==> config.mk <==
export PLATFORM = sky130hd
export DESIGN_NAME = led_flasher_multi
export DESIGN_NICKNAME = d
export VERILOG_FILES = /design/src/rtl/led_flasher_multi.sv
export SDC_FILE = /design/constraint.sdc
export NUM_CORES = 1
export LEC_CHECK = 0
export BUFFER_PORTS_ARGS = -buffer_cell sky130_fd_sc_hd__buf_2
export CAP_MARGIN = 10
export CORE_AREA = 2 2 130 132
export CTS_CLUSTER_SIZE = 20
export DETAILED_ROUTE_END_ITERATION = 7
export DIE_AREA = 0 0 132 134
export PLACE_DENSITY = 0.51
export REMOVE_ABC_BUFFERS = 1
export SLEW_MARGIN = 0
export SYNTH_ARGS = -nofsm -noshare
export SYNTH_HDL_FRONTEND = slang
export SYNTH_SLANG_ARGS = --single-unit
export TNS_END_PERCENT = 50
==> constraint.sdc <==
create_clock -name clk -period 2.4 [get_ports clk]
set_input_delay 0.36 -clock clk [delete_from_list [all_inputs] [get_ports clk]]
set_output_delay 0.36 -clock clk [all_outputs]
set_load 0.05 [all_outputs]
==> src/rtl/led_flasher_multi.sv <==
`default_nettype none
// ============================================================================
// Module   : led_flasher_multi
// Brief    : Multi-channel LED flasher. A shared prescaler produces a
//            half-period tick. Each channel runs independently in OFF, ON,
//            BLINK or counted BURST mode, configured via a one-cycle write
//            port. BURST completion is flagged with a one-cycle done pulse.
// Options  : TICK_RESYNC_EN - an accepted config write also clears the
//            prescaler, so the first half-period after a write is always
//            exactly CNT_MAX+1 cycles.
// Revision : 1.0 - initial release
// ============================================================================
module led_flasher_multi #(
  parameter int          CH      = 4,
  parameter logic [31:0] CNT_MAX = 32'd24_999_999,
  parameter int          CNT_W   = 32,
  parameter int          BW      = 8,
  localparam int         CH_W    = (CH > 1) ? $clog2(CH) : 1
) (
  input  logic            clk,
  input  logic            rst,
  input  logic            cfg_we,
  input  logic [CH_W-1:0] cfg_ch,
  input  logic [1:0]      cfg_mode,
  input  logic [BW-1:0]   cfg_cnt,
  output logic [CH-1:0]   led,
  output logic [CH-1:0]   busy,
  output logic [CH-1:0]   done
);

  typedef enum logic [1:0] {
    MODE_OFF   = 2'b00,
    MODE_ON    = 2'b01,
    MODE_BLINK = 2'b10,
    MODE_BURST = 2'b11
  } mode_t;

  localparam logic [CNT_W-1:0] CNT_TOP = CNT_W'(CNT_MAX);
  // One extra bit so that CH=2^CH_W is representable for the range check.
  localparam logic [CH_W:0]    CH_LIM  = (CH_W + 1)'(CH);

  logic [CNT_W-1:0] cnt;
  logic             tick;
  logic             wr_ok;
  logic             cnt_clr;

  assign tick  = (cnt == CNT_TOP);
  assign wr_ok = cfg_we && ({1'b0, cfg_ch} < CH_LIM);

`ifdef TICK_RESYNC_EN
  assign cnt_clr = wr_ok;
`else
  assign cnt_clr = 1'b0;
`endif

  // Free-running prescaler, 0..CNT_MAX, optionally re-phased by config writes.
  always_ff @(posedge clk or posedge rst) begin
    if (rst) begin
      cnt <= '0;
    end else if (cnt_clr || tick) begin
      cnt <= '0;
    end else begin
      cnt <= cnt + CNT_W'(1);
    end
  end

  for (genvar i = 0; i < CH; i++) begin : g_ch
    localparam logic [CH_W-1:0] IDX = CH_W'(i);

    mode_t         mode;
    logic [BW-1:0] burst_left;
    logic          led_q;
    logic          done_q;
    logic          sel;

    assign sel = wr_ok && (cfg_ch == IDX);

    // Per-channel mode machine; a write to this channel overrides any tick.
    always_ff @(posedge clk or posedge rst) begin
      if (rst) begin
        mode       <= MODE_OFF;
        burst_left <= '0;
        led_q      <= 1'b0;
        done_q     <= 1'b0;
      end else begin
        done_q <= 1'b0;
        if (sel) begin
          mode       <= mode_t'(cfg_mode);
          led_q      <= (cfg_mode == MODE_ON);
          burst_left <= cfg_cnt;
        end else begin
          case (mode)
            MODE_OFF:   led_q <= 1'b0;
            MODE_ON:    led_q <= 1'b1;
            MODE_BLINK: begin
              if (tick) begin
                led_q <= ~led_q;
              end
            end
            MODE_BURST: begin
              // A zero-length burst completes on the first cycle without a tick.
              if (burst_left == '0 && !led_q) begin
                mode   <= MODE_OFF;
                done_q <= 1'b1;
              end else if (tick) begin
                if (led_q) begin
                  led_q      <= 1'b0;
                  burst_left <= burst_left - BW'(1);
                  if (burst_left == BW'(1)) begin
                    mode   <= MODE_OFF;
                    done_q <= 1'b1;
                  end
                end else begin
                  led_q <= 1'b1;
                end
              end
            end
          endcase
        end
      end
    end

    assign led[i]  = led_q;
    assign done[i] = done_q;
    assign busy[i] = (mode == MODE_BURST);
  end

endmodule
`default_nettype wire

======== Yosys cells after proc, flatten, opt, wreduce, memory -nomap -nowiden ========
Index checks and enable logic that the tools add are counted.
storage, ports and cells
  flip-flop bits (word level) ............. 80
  input port bits ......................... 15
  output and inout port bits .............. 12
  logic and storage cells ................. 213
operators by class
  add/sub/neg operators ................... 5
  equal/unequal tests ..................... 37
  mux-type cells .......................... 93
  bitwise operators ....................... 4
  reductions and logical operators ........ 57
operators with widths
  kind                     number
  $mux W8                  20
  $mux W2                  24
  $mux W1                  44
  $reduce_bool A3 Y1       12
  $add A32 B1 Y32 const B  1
  $eq A32 B25 Y1 const B   1
  $eq A8 B1 Y1 const B     4
  $logic_not A8 Y1         4
  $mux W32                 1
  $reduce_and A4 Y1        8
  $sub A8 B1 Y8 const B    4
  $ne A3 B3 Y1 const B     8
  $reduce_bool A2 Y1       12
  $eq A2 B2 Y1 const B     10
  $pmux W1 S4              4
  $eq A2 B1 Y1 const B     6
  $ne A3 B1 Y1 const B     4
  $reduce_and A3 Y1        4
  $logic_not A2 Y1         5
  $logic_and A1 B1 Y1      8
  $ne A2 B2 Y1 const B     4
  $logic_not A1 Y1         4
  $not A1 Y1               4

======== Longest topological paths before layout ========
Gate-level depths: netlist of run 1.
  depth in word-level cells ............... 7
  depth in mapped cells ................... 8
  depth with buffers taken out ............ 6

======== Worst setup path before layout of run 1 ========
No wires, ideal clock.
  kind .................................... register -> register
  start ................................... register cnt[0]
  end ..................................... register cnt[12]
  setup time .............................. 121 ps
  data arrival time ....................... 1,756 ps
  required time ........................... 2,279 ps
  path slack .............................. 523 ps
  stages on the path, launching flop included .. 8
  clock period less this slack ............ 1,877 ps
  path through ............................ dfrtp_1 ha_1 and4b_1 nand4_2 buf_6 nor3_1 buf_2 nor2_1
between the ends
  cells in the longest elaborated chain, start to end .. 2
  elaborated cells on any way between the ends .. 3
RTL lines
  item                                               RTL line  source
  start, declared                                    42        logic [CNT_W-1:0] cnt;
  start signal, assigned                             63        cnt <= cnt + CNT_W'(1);
  $add A32 B1 Y32 or $eq A32 B25 Y1 (tied branches)  63, 47
  $mux W32 *                                         60        end else if (cnt_clr || tick) begin
Every way passes the cells marked *; elsewhere a longest branch is shown, timed or not.
A chain may end at the register's enable or synchronous reset.

======== Final worst setup path of run 1 ========
  start ................................... register cnt[28]
  end ..................................... register g_ch[1].led_q
between the ends
  cells in the longest elaborated chain, start to end .. 3
  elaborated cells on any way between the ends .. 4
RTL lines
  item                                                           RTL line  source
  $eq A32 B25 Y1 *                                               47        assign tick = (cnt == CNT_TOP);
  $ne A3 B3 Y1 (no source line) or $ne A3 B1 Y1 (tied branches)  -
  $reduce_and A3 Y1 (no source line) *                           -
  end signal, assigned                                           89        led_q <= (cfg_mode == MODE_ON);
  end signal, assigned                                           97        led_q <= ~led_q;
  end, declared                                                  72        logic led_q;
Marked as above.

==> results by group, run 1 <==
Run status
  – Status: finished with violations
  – Violated checks: negative hold slack

Timing
  – Max Slew Vio Count: 0
  – Fin crit share: 0.9031
  – Setup TNS: 0 ns
  – Final number of setup-violating endpoints: 0
  – Fmax: 0.4614 GHz
  – RSZ-0062 raised after global routing: false
  – Slew HR: 0.6333
  – WHS: -0.008538 ns
  – Worst-margin pin slew: about 0.55 ns
  – Layout Skew: roughly 0.0070 ns
  – Endpoints failing hold: 9
  – Tmin final: 2.167 ns

Worst setup path
  – Largest stage delay, worst path: 0.50 ns
  – Critical Path RT: between 2 and 3 ns
  – R2R Path End: g_ch[1].led_q$_DFFE_PP0P_
  – Register-to-register path setup slack: around 0.23 ns
  – Critical Path Source Type: register
  – Crit-path slowest cell: or3_1
  – CP Capture Point: g_ch[1].led_q$_DFFE_PP0P_
  – Reg2reg start: cnt[28]$_DFF_PP0_
  – Crit Path Class: reg -> reg
  – CP max FO: 17
  – Worst Setup SP: cnt[28]$_DFF_PP0_
  – Worst reg-to-reg path cell count: 6
  – Critical Path End Type: register
  – Worst EP arrival: 2.38 ns
  – Cells along the critical path: nor4_2, nand4_4, buf_4, or3_1, nand2_1, a41oi_1

Route
  – Initial drt markers: 225
  – Vias per cell: 5.023
  – DRT Wirelength: around 12000 um
  – Final ANT Viol Nets: 0
  – Post-route DRC: 0
  – Total number of vias: 3782
  – DR WL/cell: 16.28 um
  – 1st-pass router iterations: 4

Yosys
  – Mapped Area: 0.004800 mm^2
  – FF+latch count, synth: 80
  – Asr flop ratio synth: 1.000
  – Synth area leaders: dfrtp_1 42%, xnor2_1 7.1%, nor4_2 6.5%, nand2_1 4.7%, nor2_1 3.7%
  – Area leader, netlist: dfrtp_1
  – Avg Inst Size Synth: between 9 and 10 um^2
  – Main flop type after synthesis: dfrtp_1
  – Distinct cells, synth: 48
  – Sequential fraction of the synthesis area: 0.4171
  – Mapped Cells: 503
  – Synth top area share: 0.4171
  – EDFF count, synth: 0
  – Ys Warns: 0

Die
  – Die area: 0.01769 mm^2
  – FP Rows: 47
  – Floorplan core area: 0.01629 mm^2
  – Initial core utilization: 0.2946
  – DIE HEIGHT: 134 um
  – Total I/O pin count: 27
  – Chip width: roughly 130 um

Clock tree
  – Clock Latency Late Sink: 0.35 ns
  – CTS max path bufs: 2
  – CTS tree: built
  – CTS sink count: 80
  – Root Driver: clkbuf_16
  – Inserted Clock Buffers: 9
  – CTS clock-pin slew for the worst setup and hold paths: 0.06 ns
  – H-tree depth: 3

Global routing
  – Grt total ovfl: 0
  – Initial antenna violation count: 0
  – GRT Resource Usage Total: 0.1480
  – First-pass GRT wire length: 20660 um
  – Largest net degree at the start of global routing: 61
  – Vias in the first global route: about 4100

Place
  – GPL Wtd Cong: about 0.8
  – IO Port Bufs: 26
  – Cells after DPL: 736
  – Hpwl dp: 8659 um

Layout
  – Non-Filler Instances: 753
  – Antenna diode count: 0
  – Layout cells sized above 1: 0.1782
  – Area growth syn-to-layout: 14.81%
  – Commonest non-fill, non-tap cell in the layout: dfrtp_1
  – Filler Cell Count: 1701
  – Most frequent cells in the layout: 80 x dfrtp_1, 60 x nand2_1, 47 x nor2_1, 39 x xnor2_1, 27 x nand3_1
  – Final nets: approximately 560

Min path
  – Min-delay worst type: in -> async

Power
  – Worst vdd ir: 0.5155 mV
  – Leakage: 0.002220 uW
  – Total power per unit cell area: 688.6 mW/mm^2

Job
  – Max-cap violations: 0
sequential cells by signal, summed over array words and instances (netlist names):
| register | flops |
|---|---|
| cnt | 32 |
| g_ch.burst_left | 32 |
| g_ch.done_q | 4 |
| g_ch.led_q | 4 |
| g_ch.mode | 8 |
power by group:
part	internal (uW)	switching, uW
Sequential	1480	141
Clock	1010	579
Combinational	225	356
worst max-delay path: cells and delay by family, from the launching register on:
kind | cells | cell delay [ns]
simple gates | 4 | 1.22
flops | 1 | 0.41
buf+inv | 1 | 0.28
compound gates | 1 | 0.11
stage by stage:
| step | utilization | worst slack (ns) | total power [uW] | instance area, um^2 |
|---|---|---|---|---|
| 6_report | 0.3383 | 0.2326 | 3794 | 5510 |
| 5_1_grt | 0.3383 | 0.03560 | 3974 | 5510 |
| 4_1_cts | 0.3373 | 0.1444 | 3834 | 5494 |
| 3_5_place_dp | 0.3166 | 0.1594 | 2229 | 5157 |
| 3_3_place_gp | 0.3166 | 0.1875 | 2214 | 5157 |
| 2_1_floorplan | - | -0.8138 | 2039 | 4618 |
cell type report:
cell class / instances / area [um^2] / share of cell area
timing repair buffer: 43 / 270.3 / 0.04905
multi-input combinational: 382 / 2580 / 0.4682
clock buffer: 10 / 229.0 / 0.04155
clock inverter: 6 / 107.6 / 0.01953
inverter: 12 / 46.29 / 0.008401
sequential: 80 / 2002 / 0.3633
tap: 220 / 275.3 / 0.04995
layer usage:
layer,GRT usage,wire length (um),up-vias,part of all wire
li1,-,-,1818,-
met1,0.1837,5504,1879,0.45
met2,0.2459,5955,69,0.49
met3,0.04195,481,16,0.039
met4,0.05495,317,0,0.026
met5,0,0,-,0
synth_stat cells, types with 4 or more instances:
library cell and instances:
a21oi_1 17, and2_1 6, and3_1 16, buf_2 4, buf_4 8, buf_6 5, clkbuf_1 9, dfrtp_1 80
ha_1 13, inv_1 12, nand2_1 60, nand3_1 27, nand3b_1 7, nand4_1 6, nand4b_1 9, nor2_1 47
nor3_1 11, nor4_1 6, nor4_2 25, o21ai_0 15, o21ai_1 13, o31ai_1 4, or3_1 4, xnor2_1 39
xor2_1 17
kinds of logic after synthesis:
| logic type | count (synthesis) | synth area share |
|---|---|---|
| simple gates | 252 | 0.3266 |
| flops | 80 | 0.4171 |
| compound gates | 61 | 0.07299 |
| xor+xnor | 56 | 0.1022 |
| buf+inv | 41 | 0.04718 |
| fa+ha+maj | 13 | 0.03389 |
repair_timing:
action | 4_1_cts | 5_1_grt
gates resized for setup | 0 | 1
buffers inserted | 0 | 1
hold buffers | 0 | 0
endpoints found under the setup margin | 0 | 4
worst min-delay path by stage:
stage / endpoint / cells after the start
finish: g_ch[2].done_q$_DFF_PP0_ / 2
global route: g_ch[2].done_q$_DFF_PP0_ / 2
CTS: cnt[2]$_DFF_PP0_ / 2
detailed placement: g_ch[2].done_q$_DFF_PP0_ / 2
global placement: g_ch[2].done_q$_DFF_PP0_ / 2
floorplan: cnt[31]$_DFF_PP0_ / 1
Power figures use the tool's default switching activity.
==> run 2, diff against run 1 <==
--- a/config.mk
+++ b/config.mk
@@ -11,7 +11,7 @@
 export CTS_CLUSTER_SIZE = 20
 export DETAILED_ROUTE_END_ITERATION = 7
 export DIE_AREA = 0 0 132 134
-export PLACE_DENSITY = 0.51
+export PLACE_DENSITY = 0.5
 export REMOVE_ABC_BUFFERS = 1
 export SLEW_MARGIN = 0
 export SYNTH_ARGS = -nofsm -noshare
==> constraint.sdc (replaced) <==
create_clock -name clk -period 2.5 [get_ports clk]
set_input_delay 0.375 -clock clk [delete_from_list [all_inputs] [get_ports clk]]
set_output_delay 0.375 -clock clk [all_outputs]
set_load 0.05 [all_outputs]
==> run 2 against run 1 <==
The run now ends clean; die area unchanged; sequential power decreased by 4%; clock power decreased by 3%; sequential share of layout area about the same; critical path type unchanged; hold slack improved by 0.13 ns; non-clock buffer count decreased by 2; fmax decreased by 3.8%.
==> results by group, run 2 (same netlist as run 1, synthesis figures left out) <==
Worst setup path
  – Critical Path End Type: register
  – Crit-path slowest cell: nor4b_2
  – Cells along the critical path: nor4_2, nand4_4, buf_4, nor4b_2, and3_1, o21ai_0
  – Critical Path Source Type: register
  – Crit Path Class: reg -> reg
  – Worst EP arrival: 2.47 ns (+0.09 ns)
  – Largest stage delay, worst path: 0.47 ns (-0.03 ns)
  – Critical Path RT: 2.72 ns (+0.11 ns)
  – CP max FO: 16 (-1)
  – Register-to-register path setup slack: 0.25 ns (about the same)

Global routing
  – GRT Resource Usage Total: 0.1371 (-0.01093)
  – Vias in the first global route: 3643 (-10%)
  – Largest net degree at the start of global routing: 81 (+33%)
  – Initial antenna violation count: 0 (unchanged)
  – First-pass GRT wire length: 19240 um (-6.9%)
  – Grt total ovfl: 0 (unchanged)

Route
  – 1st-pass router iterations: 4 (unchanged)
  – Post-route DRC: 0 (unchanged)
  – Total number of vias: 3722 (-1.6%)
  – DR WL/cell: 15.53 um (-4.6%)
  – DRT Wirelength: 11660 um (-4.9%)
  – Vias per cell: 4.956 (-1.3%)
  – Initial drt markers: 297 (+32%)
  – Final ANT Viol Nets: 0 (unchanged)

Clock tree
  – Clock Latency Late Sink: 0.34 ns (about the same)
  – CTS resizes: 0 (unchanged)
  – Root Driver: clkbuf_16
  – Inserted Clock Buffers: 9 (unchanged)
  – CTS max path bufs: 2 (unchanged)
  – H-tree depth: 3 (unchanged)
  – CTS tree: built
  – Cts hold-fix bufs: 0 (unchanged)
  – Post-CTS Setup Bufs: 0 (unchanged)
  – CTS sink count: 80 (unchanged)
  – CTS clock-pin slew for the worst setup and hold paths: 0.06 ns (about the same)

Die
  – Total I/O pin count: 27 (unchanged)
  – Die area: 0.01769 mm^2 (unchanged)
  – Floorplan core area: 0.01629 mm^2 (unchanged)
  – Chip width: 132 um (unchanged)
  – Initial core utilization: 0.2946 (unchanged)
  – DIE HEIGHT: 134 um (unchanged)
  – FP Rows: 47 (unchanged)

Timing
  – Endpoints failing hold: 0 (-9)
  – RSZ-0062 raised after global routing: false
  – Max Slew Vio Count: 0 (unchanged)
  – Final number of setup-violating endpoints: 0 (unchanged)
  – Fin crit share: 0.9012 (-0.001881)
  – WHS: 0.1172 ns (+0.1257 ns)
  – Fmax: 0.4438 GHz (-3.8%)
  – Tmin final: 2.253 ns (+0.08561 ns)
  – Layout Skew: 0.009074 ns (+0.002069 ns)
  – Slew HR: 0.6354 (+0.002053)
  – Setup TNS: 0 ns (unchanged)
  – Worst-margin pin slew: 0.5449 ns (-0.005092 ns)

Place
  – IO Port Bufs: 26 (unchanged)
  – Post-DP Area: 0.005162 mm^2 (about the same)
  – Hpwl dp: 8091 um (-6.6%)
  – Cells after DPL: 735 (-0.14%)
  – GPL Wtd Cong: 0.8211 (+2.5%)

Layout
  – Commonest non-fill, non-tap cell in the layout: dfrtp_1
  – Layout cells sized above 1: 0.1751 (-0.003095)
  – Non-Filler Instances: 751 (-0.27%)
  – Area of the multi-input gates: 0.002571 mm^2 (-0.34%)
  – Most frequent cells in the layout: 80 x dfrtp_1, 60 x nand2_1, 47 x nor2_1, 39 x xnor2_1, 27 x nand3_1
  – FF+latch area: 0.002002 mm^2 (unchanged)
  – Final nets: 554 (-0.36%)
  – Post-Route Utilization: 0.3380 (about the same)
  – Filler Cell Count: 1656 (-2.6%)
  – Final instance area: 0.005507 mm^2 (about the same)
  – Antenna diode count: 0 (unchanged)
  – Area growth syn-to-layout: 14.73% (about the same)
  – Top flop regs: cnt: 32 flops, g_ch.burst_left: 32 flops, g_ch.mode: 8 flops

Run status
  – Status: finished clean

Power
  – Total power per unit cell area: 662.6 mW/mm^2 (-3.8%)
  – Leakage: 0.002224 uW (+0.20%)
  – Worst vdd ir: 0.3480 mV (-32%)

Min path
  – Min-delay worst type: in -> async

Job
  – Max-cap violations: 0 (unchanged)
## run 2: cell type report
| type | instances | share of cell area |
|---|---|---|
| Multi-Input combinational cell | 382 | 0.4669 |
| Sequential cell | 80 | 0.3636 |
| Tap cell | 220 | 0.04999 |
| Timing Repair Buffer | 41 | 0.04863 |
| Clock buffer | 10 | 0.04158 |
| Clock inverter | 6 | 0.02090 |
| Inverter | 12 | 0.008407 |
## run 2: layer usage
layer,global-route usage,wire length [um]
met3,0.02268,307
met1,0.1885,5705
met2,0.2144,5352
met4,0.05737,295
met5,0,0
## run 2: worst max-delay path, delay by kind of cell, from the launching register on
kind / cells / cell delay, ns
compound gates: 1 / 0.08
buf+inv: 1 / 0.29
flops: 1 / 0.41
simple gates: 4 / 1.35
## run 2: final timing paths
| kind | cells past startpoint | end | from |
|---|---|---|---|
| setup / recovery | 6 | g_ch[1].mode[0]$_DFFE_PP0P_ | cnt[28]$_DFF_PP0_ |
| hold / removal | 3 | g_ch[0].burst_left[4]$_DFFE_PP0P_ | rst |
| setup reg to reg | 6 | g_ch[1].mode[0]$_DFFE_PP0P_ | cnt[28]$_DFF_PP0_ |
| hold reg to reg | 1 | cnt[31]$_DFF_PP0_ | cnt[31]$_DFF_PP0_ |
| max in group asynchronous | 3 | cnt[11]$_DFF_PP0_ | rst |
| min in group clk | 3 | g_ch[2].burst_left[3]$_DFFE_PP0P_ | cfg_cnt[3] |
## run 2: power breakdown
group / leakage [uW] / switching, uW / total (uW) / internal [uW]
combinational: 0.00105 / 339 / 555 / 217
sequential: 0.00101 / 137 / 1560 / 1420
clock: 0.000164 / 552 / 1540 / 983
total: 0.00222 / 1030 / 3650 / 2620
## run 2: through the flow
step,power (uW),worst slack (ns)
floorplan,1957,-0.7138
global placement,2124,0.2674
detailed placement,2136,0.2153
CTS,3698,0.2270
global route,3835,0.09531
finish,3648,0.2469
==> run 3, diff against run 2 <==
==> constraint.sdc (replaced) <==
create_clock -name clk -period 2.5 [get_ports clk]
set_input_delay 0.125 -clock clk [delete_from_list [all_inputs] [get_ports clk]]
set_output_delay 0.125 -clock clk [all_outputs]
set_load 0.05 [all_outputs]
==> run 3 against run 2 <==
Setup slack improved by 0.014 ns; utilization fell by 0.18 points; register-to-register slack barely moved; final cell count rose by 0.13%; final area fell by 0.55%; power fell by 4.6%; largest power group unchanged; combinational power barely moved; clock power fell by 11%; die area did not move; via count rose by 1.4%.
==> results by group, run 3 (same netlist as run 1, synthesis figures left out) <==
Timing
  – Slew HR: 0.5401 (-0.09528)
  – Max Slew Vio Count: 0 (unchanged)
  – Endpoints failing hold: 0 (unchanged)
  – Fmax: 0.4466 GHz (+0.63%)
  – Layout Skew: 0.01438 ns (+0.005303 ns)
  – Fin crit share: 0.8956 (-0.005638)
  – Final number of setup-violating endpoints: 0 (unchanged)
  – Setup TNS: 0 ns (unchanged)
  – Tmin final: 2.239 ns (-0.01409 ns)
  – Worst-margin pin slew: 0.6873 ns (+0.1424 ns)
  – RSZ-0062 raised after global routing: false

Worst setup path
  – Worst EP arrival: 2.52 ns (+0.05 ns)
  – Crit-path slowest cell: or3_1
  – Register-to-register path setup slack: 0.26 ns (about the same)
  – Largest stage delay, worst path: 0.51 ns (+0.04 ns)
  – Worst reg-to-reg path cell count: 6 (unchanged)
  – Cells along the critical path: nor4_2, nand4_4, buf_4, or3_1, a21oi_1, o31a_1
  – Crit Path Class: reg -> reg
  – Critical Path End Type: register
  – Critical Path RT: 2.78 ns (+0.06 ns)
  – Critical Path Source Type: register
  – CP max FO: 16 (unchanged)

Route
  – 1st-pass router iterations: 4 (unchanged)
  – Post-route DRC: 0 (unchanged)
  – Vias per cell: 5.019 (+1.3%)
  – Initial drt markers: 278 (-6.4%)
  – Total number of vias: 3774 (+1.4%)
  – Final ANT Viol Nets: 0 (unchanged)
  – DRT Wirelength: 11910 um (+2.1%)
  – DR WL/cell: 15.84 um (+2.0%)

Die
  – Total I/O pin count: 27 (unchanged)
  – Initial core utilization: 0.2946 (unchanged)
  – DIE HEIGHT: 134 um (unchanged)
  – Floorplan core area: 0.01629 mm^2 (unchanged)
  – Chip width: 132 um (unchanged)
  – FP Rows: 47 (unchanged)
  – Die area: 0.01769 mm^2 (unchanged)

Place
  – Hpwl dp: 8379 um (+3.6%)
  – GPL Wtd Cong: 0.8177 (-0.41%)
  – Cells after DPL: 735 (unchanged)
  – IO Port Bufs: 26 (unchanged)

Global routing
  – Largest net degree at the start of global routing: 35 (-57%)
  – Initial antenna violation count: 0 (unchanged)
  – GRT Resource Usage Total: 0.1424 (+0.005264)
  – Grt total ovfl: 0 (unchanged)
  – First-pass GRT wire length: 20090 um (+4.4%)
  – Vias in the first global route: 3823 (+4.9%)

Layout
  – Most frequent cells in the layout: 80 x dfrtp_1, 60 x nand2_1, 47 x nor2_1, 39 x xnor2_1, 27 x nand3_1
  – Top flop regs: cnt: 32 flops, g_ch.burst_left: 32 flops, g_ch.mode: 8 flops
  – Filler Cell Count: 1717 (+3.7%)
  – Area of the multi-input gates: 0.002571 mm^2 (unchanged)
  – Commonest non-fill, non-tap cell in the layout: dfrtp_1
  – Antenna diode count: 0 (unchanged)
  – FF+latch area: 0.002002 mm^2 (unchanged)
  – Final nets: 555 (+0.18%)
  – Area growth syn-to-layout: 14.10%
  – Layout cells sized above 1: 0.1767 (+0.001550)
  – Non-Filler Instances: 752 (+0.13%)

Clock tree
  – Cts hold-fix bufs: 1 (+1)
  – CTS tree: built
  – Inserted Clock Buffers: 9 (unchanged)
  – CTS resizes: 0 (unchanged)
  – CTS max path bufs: 2 (unchanged)
  – CTS clock-pin slew for the worst setup and hold paths: 0.07 ns (about the same)
  – CTS sink count: 80 (unchanged)
  – Post-CTS Setup Bufs: 0 (unchanged)
  – H-tree depth: 3 (unchanged)
  – Clock Latency Late Sink: 0.34 ns (about the same)
  – Root Driver: clkbuf_16

Power
  – Total power per unit cell area: 635.4 mW/mm^2 (-4.1%)
  – Worst vdd ir: 0.3225 mV (-7.3%)
  – Leakage: 0.002216 uW (-0.35%)

Min path
  – Hold Path Depth: 3
  – Min-delay worst type: in -> reg

Job
  – Max-cap violations: 0 (unchanged)

Run status
  – Status: finished clean
run 3: layout make-up:
class                           instances  share of cell area
Sequential cell                        80              0.3655
Clock inverter                          6             0.01188
Multi-Input combinational cell        382              0.4695
Clock buffer                           10             0.04364
Timing Repair Buffer                   42             0.05072
Inverter                               12            0.008453
Tap cell                              220             0.05026
run 3: worst max-delay path: cells and delay by family (launching register included):
family	cells	cell delay, ns
simple gates	3	1.18
flops	1	0.41
compound gates	2	0.31
buf+inv	1	0.29
run 3: metal layers:
layer	wire length [um]	track usage
met1	5926	0.1945
met2	5560	0.2347
met3	266	0.02343
met4	155	0.03804
met5	0	0
run 3: path summary, 6_finish.rpt:
path                                   startpoint                                 to
min in group asynchronous                     rst  g_ch[2].burst_left[4]$_DFFE_PP0P_
worst min register to register   cnt[0]$_DFF_PP0_                   cnt[0]$_DFF_PP0_
worst max register to register  cnt[28]$_DFF_PP0_          g_ch[3].led_q$_DFFE_PP0P_
worst max-delay path            cnt[28]$_DFF_PP0_          g_ch[3].led_q$_DFFE_PP0P_
max in group asynchronous                     rst          g_ch[2].led_q$_DFFE_PP0P_
worst min-delay path                   cfg_cnt[7]  g_ch[0].burst_left[7]$_DFFE_PP0P_
run 3: per-stage QoR:
step | power, uW | area, um^2 | hold WS (ns) | utilization | setup slack [ns]
5_1_grt | 3651 | 5477 | 0.06673 | 0.3362 | 0.1408
3_3_place_gp | 2123 | 5162 | 0.2090 | 0.3169 | 0.2674
3_5_place_dp | 2135 | 5162 | 0.2185 | 0.3169 | 0.2571
4_1_cts | 3520 | 5477 | 0.06633 | 0.3362 | 0.2495
2_1_floorplan | 1957 | 4618 | 0.2403 | - | -0.7138
6_report | 3480 | 5477 | 0.07849 | 0.3362 | 0.2610
run 3: power by group:
| part | internal, uW | switching (uW) |
|---|---|---|
| Sequential | 1420 | 137 |
| Clock | 805 | 564 |
| Combinational | 215 | 337 |
